**src/rtl/demux1_2_reg.sv**
```systemverilog
// Registered 1:2 demux: one valid/ready word stream steered by in_sel into one of two
// single-entry holding registers with wrap-around delivery counters; 1-cycle latency, per-port backpressure only.
module demux1_2_reg #(
  parameter int WIDTH = 32,
  parameter int CNT_W = 16
) (
  input  logic             clk,
  input  logic             rst_n,
  input  logic [WIDTH-1:0] in_data,
  input  logic             in_sel,
  input  logic             in_valid,
  output logic             in_ready,
  output logic [WIDTH-1:0] z0_data,
  output logic             z0_valid,
  input  logic             z0_ready,
  output logic [WIDTH-1:0] z1_data,
  output logic             z1_valid,
  input  logic             z1_ready,
  output logic [CNT_W-1:0] cnt0,
  output logic [CNT_W-1:0] cnt1
);

  typedef enum logic {
    EMPTY = 1'b0,
    FULL  = 1'b1
  } state_t;

  state_t state0;
  state_t state1;

  logic room0;
  logic room1;
  logic load0;
  logic load1;
  logic deliver0;
  logic deliver1;

  // A port can take a word if it is empty or is handing its word off this cycle.
  assign room0    = (state0 == EMPTY) || z0_ready;
  assign room1    = (state1 == EMPTY) || z1_ready;
  assign in_ready = in_sel ? room1 : room0;

  assign load0    = in_valid && room0 && !in_sel;
  assign load1    = in_valid && room1 &&  in_sel;
  assign deliver0 = (state0 == FULL) && z0_ready;
  assign deliver1 = (state1 == FULL) && z1_ready;

  assign z0_valid = (state0 == FULL);
  assign z1_valid = (state1 == FULL);

  always_ff @(posedge clk or negedge rst_n) begin
    if (!rst_n) begin
      state0  <= EMPTY;
      z0_data <= '0;
      cnt0    <= '0;
    end else begin
      if (state0 == EMPTY) begin
        if (load0) state0 <= FULL;
      end else begin
        if (deliver0 && !load0) state0 <= EMPTY;
      end
      if (load0)    z0_data <= in_data;
      if (deliver0) cnt0    <= cnt0 + CNT_W'(1);
    end
  end

  always_ff @(posedge clk or negedge rst_n) begin
    if (!rst_n) begin
      state1  <= EMPTY;
      z1_data <= '0;
      cnt1    <= '0;
    end else begin
      if (state1 == EMPTY) begin
        if (load1) state1 <= FULL;
      end else begin
        if (deliver1 && !load1) state1 <= EMPTY;
      end
      if (load1)    z1_data <= in_data;
      if (deliver1) cnt1    <= cnt1 + CNT_W'(1);
    end
  end

endmodule
```
**config.mk**
```make
export PLATFORM = sky130hd
export DESIGN_NAME = demux1_2_reg
export DESIGN_NICKNAME = d
export VERILOG_FILES = /design/src/rtl/demux1_2_reg.sv
export SDC_FILE = /design/constraint.sdc
export NUM_CORES = 1
export LEC_CHECK = 0
export BUFFER_PORTS_ARGS = -buffer_cell sky130_fd_sc_hd__buf_2
export CELL_PAD_IN_SITES_DETAIL_PLACEMENT = 1
export CELL_PAD_IN_SITES_GLOBAL_PLACEMENT = 2
export CORE_MARGIN = 2
export CORE_UTILIZATION = 29
export DETAILED_ROUTE_END_ITERATION = 6
export HOLD_SLACK_MARGIN = 0.15
export PLACE_DENSITY = 0.75
export SETUP_SLACK_MARGIN = 0.5
export SLEW_MARGIN = 10
export SYNTH_ARGS = -nofsm -noshare
export SYNTH_HDL_FRONTEND = slang
export SYNTH_SLANG_ARGS = --single-unit
```
**constraint.sdc**
```tcl
create_clock -name clk -period 1.4 [get_ports clk]
set_clock_uncertainty 0.05 [all_clocks]
set_input_delay 0.07 -clock clk [delete_from_list [all_inputs] [get_ports clk]]
set_output_delay 0.07 -clock clk [all_outputs]
set_load 0.02 [all_outputs]
```
# After elaboration in Yosys (flattened, before gate mapping)
# Index checks and enable logic that the tools add are counted.
# word_totals
input_bits	38
output_inout_bits	99
elab_cells	30
reg_bits	98
# classes
muxes	7
bitwise	2
n_reduce_logical	13
n_addsub	2
# ops
operator	n
adder 16 x 1 -> 16 bit (second input constant)	2
logical AND 1 bit	8
2-to-1 mux 1 bit	7
logical NOT 1 bit	3
logical OR 1 bit	2
NOT 1 bit	2

# Depth between registers and ports, before layout
# Gate-level depths: netlist of the first run.
# logic_depth
word_depth	8
ltp_mapped	5
mapped_depth_nobuf	5

# Least setup slack after synthesis of the first run
# OpenSTA, ideal clock, no wires.
# synth_timing
path_type	register -> register
startpoint	reg state0 (netlist: z0_valid)
endpoint	reg z0_data[0]
path_slack_ns	-0.266
arrival_ns	1.492
path_stages_with_launch	5
path_cell_list	dfrtp_1 > or2b_2 > nand3b_2 > buf_4 > mux2_2
# synth_between
elab_chain_len	4
# synth_rtl
item	line	text
start, declared	28	state_t state0;
start signal, assigned	53	state0 <= EMPTY;
start signal, assigned	58	if (load0) state0 <= FULL;
start signal, assigned	60	if (deliver0 && !load0) state0 <= EMPTY;
NOT 1 bit	n/a	
logical OR 1 bit	39	assign room0 = (state0 == EMPTY) || z0_ready;
logical AND 1 bit (2 in a row)	43	assign load0 = in_valid && room0 && !in_sel;
end signal, assigned	62	if (load0) z0_data <= in_data;
end, declared	13	output logic [WIDTH-1:0] z0_data,
# No other way between the ends.
# A chain may end at the register's enable or synchronous reset.

# Final worst setup path of the first run
# layout_timing
startpoint	reg state0 (netlist: z0_valid)
endpoint	out in_ready
# layout_between
elab_chain_len	3
# layout_rtl
item	line	text
NOT 1 bit	n/a	
logical OR 1 bit	39	
2-to-1 mux 1 bit	41	assign in_ready = in_sel ? room1 : room0;
end, declared	12	output logic in_ready,
# No other way between the ends.

==> reports/metrics.yaml, run 1 <==
critical_path:
  timing.rr.end: "z1_data[18]"
  worstReg2RegStart: "z1_valid"
  cp-end-kind: "output pin"
  cp.arrival_ns: 1.45
  r2r_slack_ns: -0.16
  critPathRequiredTime_ns: 1.28
  path_max_fanout: 3
  path_class: "reg -> out"
  start_kind: "register"
  ff2ff_path_depth: 6
global_routing:
  grtUsageMet1: 0.212
  top_usage_layer: "met2"
  grt_max_degree: 51
  antenna_found_initial: 0
  grt_pass1_wl_um: 20500
  grt_pass1_vias: 3733
  grtUsageMet3: 0.0547
  track_usage: 0.187
  grt_overflow_total: 0
  met2_usage: 0.340
floorplan:
  io_pins: 137
  chipHeight_um: 120
  num_rows: 42
  die_x_um: 120
  die_area_um2: 14300
  initial_core_util: 0.296
  core_um2: 13100
synthesis:
  syn_area_um2: 3880
  synthSimpleGateAreaFrac: 0.0847
  muxShareOfSynthArea: 0.194
  synth_edf_count: 0
  yosysSeqAreaShare: 0.631
  ys_warn_count: 0
  synth_ff_type: "dfrtp_1"
  synthCells: 266
  async_flop_share: 1.00
  synth-xor-area-share: 0.0676
  synth_nets: 306
  yosys.area.top_type_share: 0.631
  synth_top_family_by_area: "multiplexers"
  synth_area_per_cell_um2: 14.6
  synth_adder_area_share: 0.00644
  synth_compound_area_frac: 0
  yosysTopAreaCell: "dfrtp_1"
  synth-seq-cells: 98
  synth_area_leaders: "dfrtp_1 (63%), mux2_2 (19%), xnor2_1 (3.8%), xor2_1 (2.9%), nand4_1 (1.4%)"
  synth_cell_type_count: 26
drt:
  first_iter_violations: 103
  wl_per_cell_um: 18.9
  drc_errors: 0
  dr_total_vias: 3286
  drt_pass1_iterations: 4
  routed_wirelength_um: 13900
  drt-vias-per-instance: 4.46
  detail-route-antenna-nets: 0
outcome:
  violations: "negative setup slack"
  status: "complete, but fails checks"
job:
  maxCapViolCount: 0
sta:
  final_hold_viol_count: 0
  rsz0062_at_grt: "true"
  fmax_mhz: 638
  slew_headroom: 0.807
  setup_slack_ns: -0.166
  fin_crit_ns: 1.57
  finalMaxSlewViolations: 0
  tightestPinTransition_ns: 0.289
  finalCritPeriodShare: 1.12
  setup_violations: 80
worst_hold_path:
  hold_depth: 3
  min-delay-start: "z0_ready"
  worstHoldEndpoint: "cnt0[2]"
  hold_class: "in -> reg"
place:
  place_congestion: 0.796
  portBuffers: 136
  dp.cells: 593
  post-place-ws_ns: -0.120
  dp_hpwl_um: 6850
clock_tree:
  clockRootBuffer: "clkbuf_16"
  insertion_delay_ns: 0.36
  hold_buffers: 34
  cts-buffers-inserted: 9
  cts_buffer_depth: 2
  htreeDepth: 3
  clk_pin_slew_ns: 0.07
  tritoncts: "yes"
  cts_num_sinks: 98
power_and_ir_drop:
  power.total_mw: 10.9
  vdd_drop_max_v: 0.000736
  power.leakage_nw: 3.80
  power.density_nw_per_um2: 1410
final_layout:
  syn_to_final_growth_pct: 98.6
  stdcell_count: 736
  drive_gt1_frac: 0.704
  nNetsFinal: 595
  finish.utilization: 0.587
  fill_cells: 1280
  multiInputGateArea_um2: 1860
  ff_latch_area_um2: 2480
  antennaDiodeCount: 0
layout by cell type (no fill, tap or decap), types with 4 or more instances in the layout:
cell           netlist  layout
nor2_4               0       6
buf_2                1      36
dfrtp_2              0      22
mux2_4               0      55
buf_16               0       4
nand3_2              0       4
buf_4                6      65
and4_1               4       4
nand2_1             12       8
dlygate4sd3_1        0      34
nor3_4               0       5
nand4_1              9       9
mux2_2              66      11
buf_12               0       8
xnor2_1             17      14
buf_6                0     136
xor2_1              13      11
dfrtp_1             98      76
clkbuf_16            0       9
where the power goes:
| part | switching, mW | internal [mW] | leakage, nW |
|---|---|---|---|
| clock network | 1.13 | 1.43 | 0.149 |
| logic | 1.84 | 2.65 | 2.48 |
| registers | 0.504 | 3.35 | 1.17 |
worst max path at each step:
stage | start | endpoint | depth (start not counted)
after global routing | z1_valid | z1_data[18] | 6
after floorplan | z1_valid | z1_data[10] | 5
after global placement | z1_valid | z1_data[7] | 4
after detailed placement | cnt0[4] | cnt0[12] | 5
final | z0_valid | in_ready | 3
after CTS | z0_valid | in_ready | 3
metal layers:
layer	wire length (µm)	vias up
li1	-	1502
met3	625	17
met5	0	-
met2	7710	77
met4	204	0
met1	5390	1690
area by class of cell:
class,count,area share
Clock inverter,5,0.00697
Multi-Input combinational cell,158,0.241
Sequential cell,98,0.321
Timing Repair Buffer,286,0.370
Tap cell,176,0.0285
Inverter,2,0.000973
Clock buffer,11,0.0315
metrics by stage:
step	hold slack, ns	setup TNS, ns	area [µm²]
5_1_grt	0.00856	-11.84	7720
6_report	0.0149	-7.62	7720
4_1_cts	-0.0180	-5.22	7320
3_5_place_dp	0.0396	-2.51	5120
3_3_place_gp	0.0341	-1.39	5120
2_1_floorplan	-0.276	-6.03	4040
worst max-delay path, cell delays in order, from the launching register on:
cell,delay [ns]
dfrtp_2,0.39
or2b_4,0.30
mux2_2,0.28
buf_6,0.14
flip-flops by register name, summed over array words and instances, names as in the netlist:
register	count
z0_valid	1
z1_data	32
cnt1	16
cnt0	16
z0_data	32
z1_valid	1
cell usage after synthesis (2+ instances only):
cell type / count
nand2_1: 12
nor2_1: 9
xor2_1: 13
and4_1: 4
and3_1: 2
dfrtp_1: 98
nand4_1: 9
ha_1: 2
nand3_1: 10
xnor2_1: 17
mux2_2: 66
nor3_1: 4
inv_1: 2
buf_4: 6
timing repair:
action	in CTS	in global routing
gates resized for setup	302	32
hold endpoints to repair	168	4
buffers inserted	55	34
endpoints found under the setup margin	195	196
pin swaps	40	15
gates cloned	4	0
kinds of logic (layout without fill, tap and decap cells):
group | count (synthesis) | in the layout
fa+ha+maj | 2 | 2
buf+inv | 10 | 304
simple gates | 59 | 59
mux | 67 | 67
xor+xnor | 30 | 30
flops | 98 | 98
Note: power is estimated with default switching activity, not from simulation.
==> run 2: changes to the inputs <==
--- a/config.mk
+++ b/config.mk
@@ -9,12 +9,12 @@
 export CELL_PAD_IN_SITES_DETAIL_PLACEMENT = 1
 export CELL_PAD_IN_SITES_GLOBAL_PLACEMENT = 2
 export CORE_MARGIN = 2
-export CORE_UTILIZATION = 29
+export CORE_UTILIZATION = 27
 export DETAILED_ROUTE_END_ITERATION = 6
 export HOLD_SLACK_MARGIN = 0.15
-export PLACE_DENSITY = 0.75
+export PLACE_DENSITY = 0.67
 export SETUP_SLACK_MARGIN = 0.5
-export SLEW_MARGIN = 10
+export SLEW_MARGIN = 15
 export SYNTH_ARGS = -nofsm -noshare
 export SYNTH_HDL_FRONTEND = slang
 export SYNTH_SLANG_ARGS = --single-unit
==> reports/metrics.yaml, run 2 (synthesis gave the netlist of run 1 again) <==
critical_path:
  ff2ff_path_depth: 4
  cpMostUsedCell: "buf_6"
  start_kind: "register"
  path_cells: "or2b_4 > buf_6 > mux2_4 > buf_6"
  path_max_fanout: 2
  worstReg2RegStart: "cnt0[8]"
  timing.rr.end: "cnt0[9]"
  cp.arrival_ns: 1.48
  slowest_delay_ns: 0.35
  critPathSlowestCell: "dfrtp_2"
  critPathRequiredTime_ns: 1.28
  cp-end-kind: "output pin"
  r2r_slack_ns: -0.19
  path_class: "reg -> out"
  critPathLaunch: "z0_valid"
drt:
  wl_per_cell_um: 18.6
  first_iter_violations: 111
  dr_total_vias: 3343
  drc_errors: 0
  drt-vias-per-instance: 4.48
  drt_pass1_iterations: 4
  detail-route-antenna-nets: 0
  routed_wirelength_um: 13900
final_layout:
  layout_common_cells: "buf_6 (142), dfrtp_1 (76), buf_4 (69)"
  drive_gt1_frac: 0.726
  syn_to_final_growth_pct: 102
  mostFrequentLayoutCell: "buf_6"
  fill_cells: 1354
  nNetsFinal: 601
  largestRegisters: "z0_data: 32 flops, z1_data: 32 flops"
  antennaDiodeCount: 0
power_and_ir_drop:
  p_int_mw: 7.47
  pwr-share-seq: 0.353
  p_comb_frac: 0.414
  power.leakage_nw: 3.89
  switchingPower_mw: 3.37
  sw_frac_of_total: 0.311
  power.density_nw_per_um2: 1380
  clkPwrFrac: 0.233
  vdd_drop_max_v: 0.000777
worst_hold_path:
  hold_depth: 3
  worstHoldEndpoint: "cnt1[0]"
  hold_class: "in -> reg"
  min-delay-start: "z1_ready"
place:
  place_congestion: 0.740
  portBuffers: 136
  dp_hpwl_um: 7010
  post-place-ws_ns: -0.0896
sta:
  final_hold_viol_count: 0
  fin_crit_ns: 1.60
  tightestPinTransition_ns: 0.497
  rsz0062_at_grt: "true"
  fmax_mhz: 625
  setup_slack_ns: -0.199
  whs_ns: 0.000407
  finalMaxSlewViolations: 0
  slew_headroom: 0.669
  setup_violations: 76
  finalCritPeriodShare: 1.14
clock_tree:
  clockRootBuffer: "clkbuf_16"
  clk_pin_slew_ns: 0.07
  cts-buffers-inserted: 9
  cts_num_sinks: 98
  tritoncts: "yes"
  insertion_delay_ns: 0.35
  hold_buffers: 34
  cts_buffer_depth: 2
  htreeDepth: 3
floorplan:
  die_x_um: 124
  core_um2: 14000
  io_pins: 137
  chipHeight_um: 124
  die_area_um2: 15400
  initial_core_util: 0.278
  num_rows: 43
global_routing:
  grt_overflow_total: 0
  track_usage: 0.177
  grt_pass1_wl_um: 20300
  antenna_found_initial: 0
  grt_max_degree: 99
  grt_pass1_vias: 3737
job:
  maxCapViolCount: 0
outcome:
  status: "complete, but fails checks"
  violations: "negative setup slack"
## run 2: stage by stage
step           instances  TNS [ns]   util  power, mW  instance area, µm²
3_5_place_dp         605     -2.78  0.368       6.13                5150
6_report             746     -7.90  0.561       10.8                7850
4_1_cts              702     -7.19  0.525       10.3                7340
3_3_place_gp         605     -1.24  0.368       6.05                5150
2_1_floorplan        266     -6.03      -       5.11                4040
5_1_grt              746    -11.98  0.561       11.4                7850
## run 2: power by group through the flow
stage	clock network, mW	registers [mW]	logic, mW
after detailed placement	0	3.78	2.35
final	2.52	3.83	4.49
after global routing	2.73	3.89	4.76
after floorplan	0	4.38	0.725
after global placement	0	3.75	2.31
after CTS	2.61	3.83	3.90
## run 2: how the worst max path moves through the flow
stage / end / slack [ns]
3_5_place_dp: z0_data[23] / -0.09
5_1_grt: cnt0[13] / -0.27
3_3_place_gp: z0_data[23] / -0.05
6_report: in_ready / -0.20
2_1_floorplan: z1_data[10] / -0.10
4_1_cts: in_ready / -0.22
## run 2: what timing repair did
action,CTS,global route
setup buffers,44,43
hold endpoints to repair,168,2
cloned,3,1
gates resized for setup,323,41
pin swaps,28,17
setup endpoints to repair,196,204
## run 2: routing by layer
layer / vias up / GRT usage / wire (µm)
li1: 1516 / - / -
met1: 1710 / 0.194 / 5290
met2: 98 / 0.313 / 7410
met3: 19 / 0.0760 / 909
met4: 0 / 0.0485 / 254
met5: - / 0 / 0
## run 2: critical path: cells and delay by family (launching register included)
kind | cells | cell delay (ns)
buf+inv | 2 | 0.24
flops | 1 | 0.35
mux | 1 | 0.26
simple gates | 1 | 0.27
## run 2: cell type report
type	count	area, µm²	area share
clock inverter	4	51.3	0.00654
inverter	2	7.51	0.000956
sequential	98	2480	0.316
tap	180	225	0.0287
multi-input combinational	158	1960	0.249
timing repair buffer	292	2880	0.367
clock buffer	12	246	0.0314
==> run 3: changes to the inputs <==
--- a/config.mk
+++ b/config.mk
@@ -12,8 +12,8 @@
 export CORE_UTILIZATION = 27
 export DETAILED_ROUTE_END_ITERATION = 6
 export HOLD_SLACK_MARGIN = 0.15
-export PLACE_DENSITY = 0.67
-export SETUP_SLACK_MARGIN = 0.5
+export PLACE_DENSITY = 0.65
+export SETUP_SLACK_MARGIN = 0.02
 export SLEW_MARGIN = 15
 export SYNTH_ARGS = -nofsm -noshare
 export SYNTH_HDL_FRONTEND = slang
==> constraint.sdc (replaced) <==
create_clock -name clk -period 1.7 [get_ports clk]
set_clock_uncertainty 0.05 [all_clocks]
set_input_delay 0.085 -clock clk [delete_from_list [all_inputs] [get_ports clk]]
set_output_delay 0.085 -clock clk [all_outputs]
set_load 0.02 [all_outputs]
==> reports/metrics.yaml, run 3 (synthesis gave the netlist of run 1 again) <==
outcome:
  status: "finished clean"
sta:
  setup_slack_ns: 0.132
  final_hold_viol_count: 0
  finalCritPeriodShare: 0.922
  fin_crit_ns: 1.57
  fmax_mhz: 638
  rsz0062_at_grt: "false"
  whs_ns: 0.165
  finalMaxSlewViolations: 0
  setup_violations: 0
  fin_tns_setup_ns: 0
  slew_headroom: 0.711
  tightestPinTransition_ns: 0.433
final_layout:
  mostFrequentLayoutCell: "buf_2"
  layout_common_cells: "buf_2 (135), dfrtp_1 (98), mux2_2 (66)"
  nNetsFinal: 500
  finish.utilization: 0.401
  fill_cells: 1538
  stdcell_count: 644
  multiInputGateArea_um2: 1390
  syn_to_final_growth_pct: 44.5
  largestRegisters: "z0_data: 32 flops, z1_data: 32 flops"
  drive_gt1_frac: 0.522
  antennaDiodeCount: 0
  ff_latch_area_um2: 2450
  fin_area_um2: 5610
critical_path:
  critPathRequiredTime_ns: 1.92
  path_class: "reg -> reg"
  r2r_slack_ns: 0.13
  path_max_fanout: 5
  start_kind: "register"
  cp.arrival_ns: 1.79
  cp-end-kind: "register"
global_routing:
  grt_pass1_wl_um: 16200
  antenna_found_initial: 0
  grt_overflow_total: 0
  track_usage: 0.140
  grt_pass1_vias: 3124
  grt_max_degree: 42
power_and_ir_drop:
  vdd_drop_max_v: 0.000621
  power.total_mw: 6.94
  power.leakage_nw: 2.72
  power.density_nw_per_um2: 1240
place:
  portBuffers: 136
  dp_hpwl_um: 7080
  dp.cells: 590
  place_congestion: 0.714
  post-place-ws_ns: 0.113
  placed_area_um2: 4920
drt:
  first_iter_violations: 41
  drt-vias-per-instance: 4.44
  dr_total_vias: 2861
  routed_wirelength_um: 9990
  detail-route-antenna-nets: 0
  drt_pass1_iterations: 3
  drc_errors: 0
  wl_per_cell_um: 15.5
floorplan:
  initial_core_util: 0.278
  chipHeight_um: 124
  core_um2: 14000
  io_pins: 137
  num_rows: 43
  die_area_um2: 15400
  die_x_um: 124
worst_hold_path:
  hold_class: "in -> async"
clock_tree:
  cts_buffer_depth: 2
  clockRootBuffer: "clkbuf_16"
  htreeDepth: 3
  clk_pin_slew_ns: 0.07
  insertion_delay_ns: 0.34
  tritoncts: "yes"
  cts-buffers-inserted: 9
  cts_num_sinks: 98
job:
  maxCapViolCount: 0
-- run 3: final cells by class --
type / count / area share
Tap cell: 180 / 0.0401
Inverter: 2 / 0.00134
Sequential cell: 98 / 0.437
Timing Repair Buffer: 191 / 0.221
Multi-Input combinational cell: 158 / 0.247
Clock buffer: 10 / 0.0426
Clock inverter: 5 / 0.0111
-- run 3: final timing paths --
check,start,end,cells past startpoint
min in group clk,z0_ready,cnt0[0],4
setup / recovery,cnt0[4],cnt0[11],4
hold reg to reg,cnt0[15],cnt0[15],1
setup reg to reg,cnt0[4],cnt0[11],4
hold / removal,rst_n,z1_data[19],2
max in group asynchronous,rst_n,z0_data[25],3
-- run 3: routing by layer --
metal | share of wire | GRT usage | up-vias
met5 | 0 | 0 | -
met4 | 0.014 | 0.0449 | 0
met3 | 0.11 | 0.0788 | 12
met2 | 0.48 | 0.227 | 101
met1 | 0.40 | 0.155 | 1435
li1 | - | - | 1313
-- run 3: power by group --
part	internal [mW]	switching (mW)
Sequential	2.73	0.277
Clock	1.18	0.907
Combinational	0.793	1.05
-- run 3: worst max-delay path: stages, from the launching register on --
cell	delay, ns
dfrtp_1	0.41
nand4_1	0.22
or4_4	0.51
nor2_1	0.14
xor2_1	0.16
-- run 3: timing repair --
| action | in CTS | in global routing |
|---|---|---|
| endpoints found under the setup margin | 0 | 3 |
| hold buffers | 38 | 0 |
| buffers inserted | 0 | 1 |
| endpoints found under the hold margin | 169 | 0 |
| gates resized for setup | 0 | 2 |
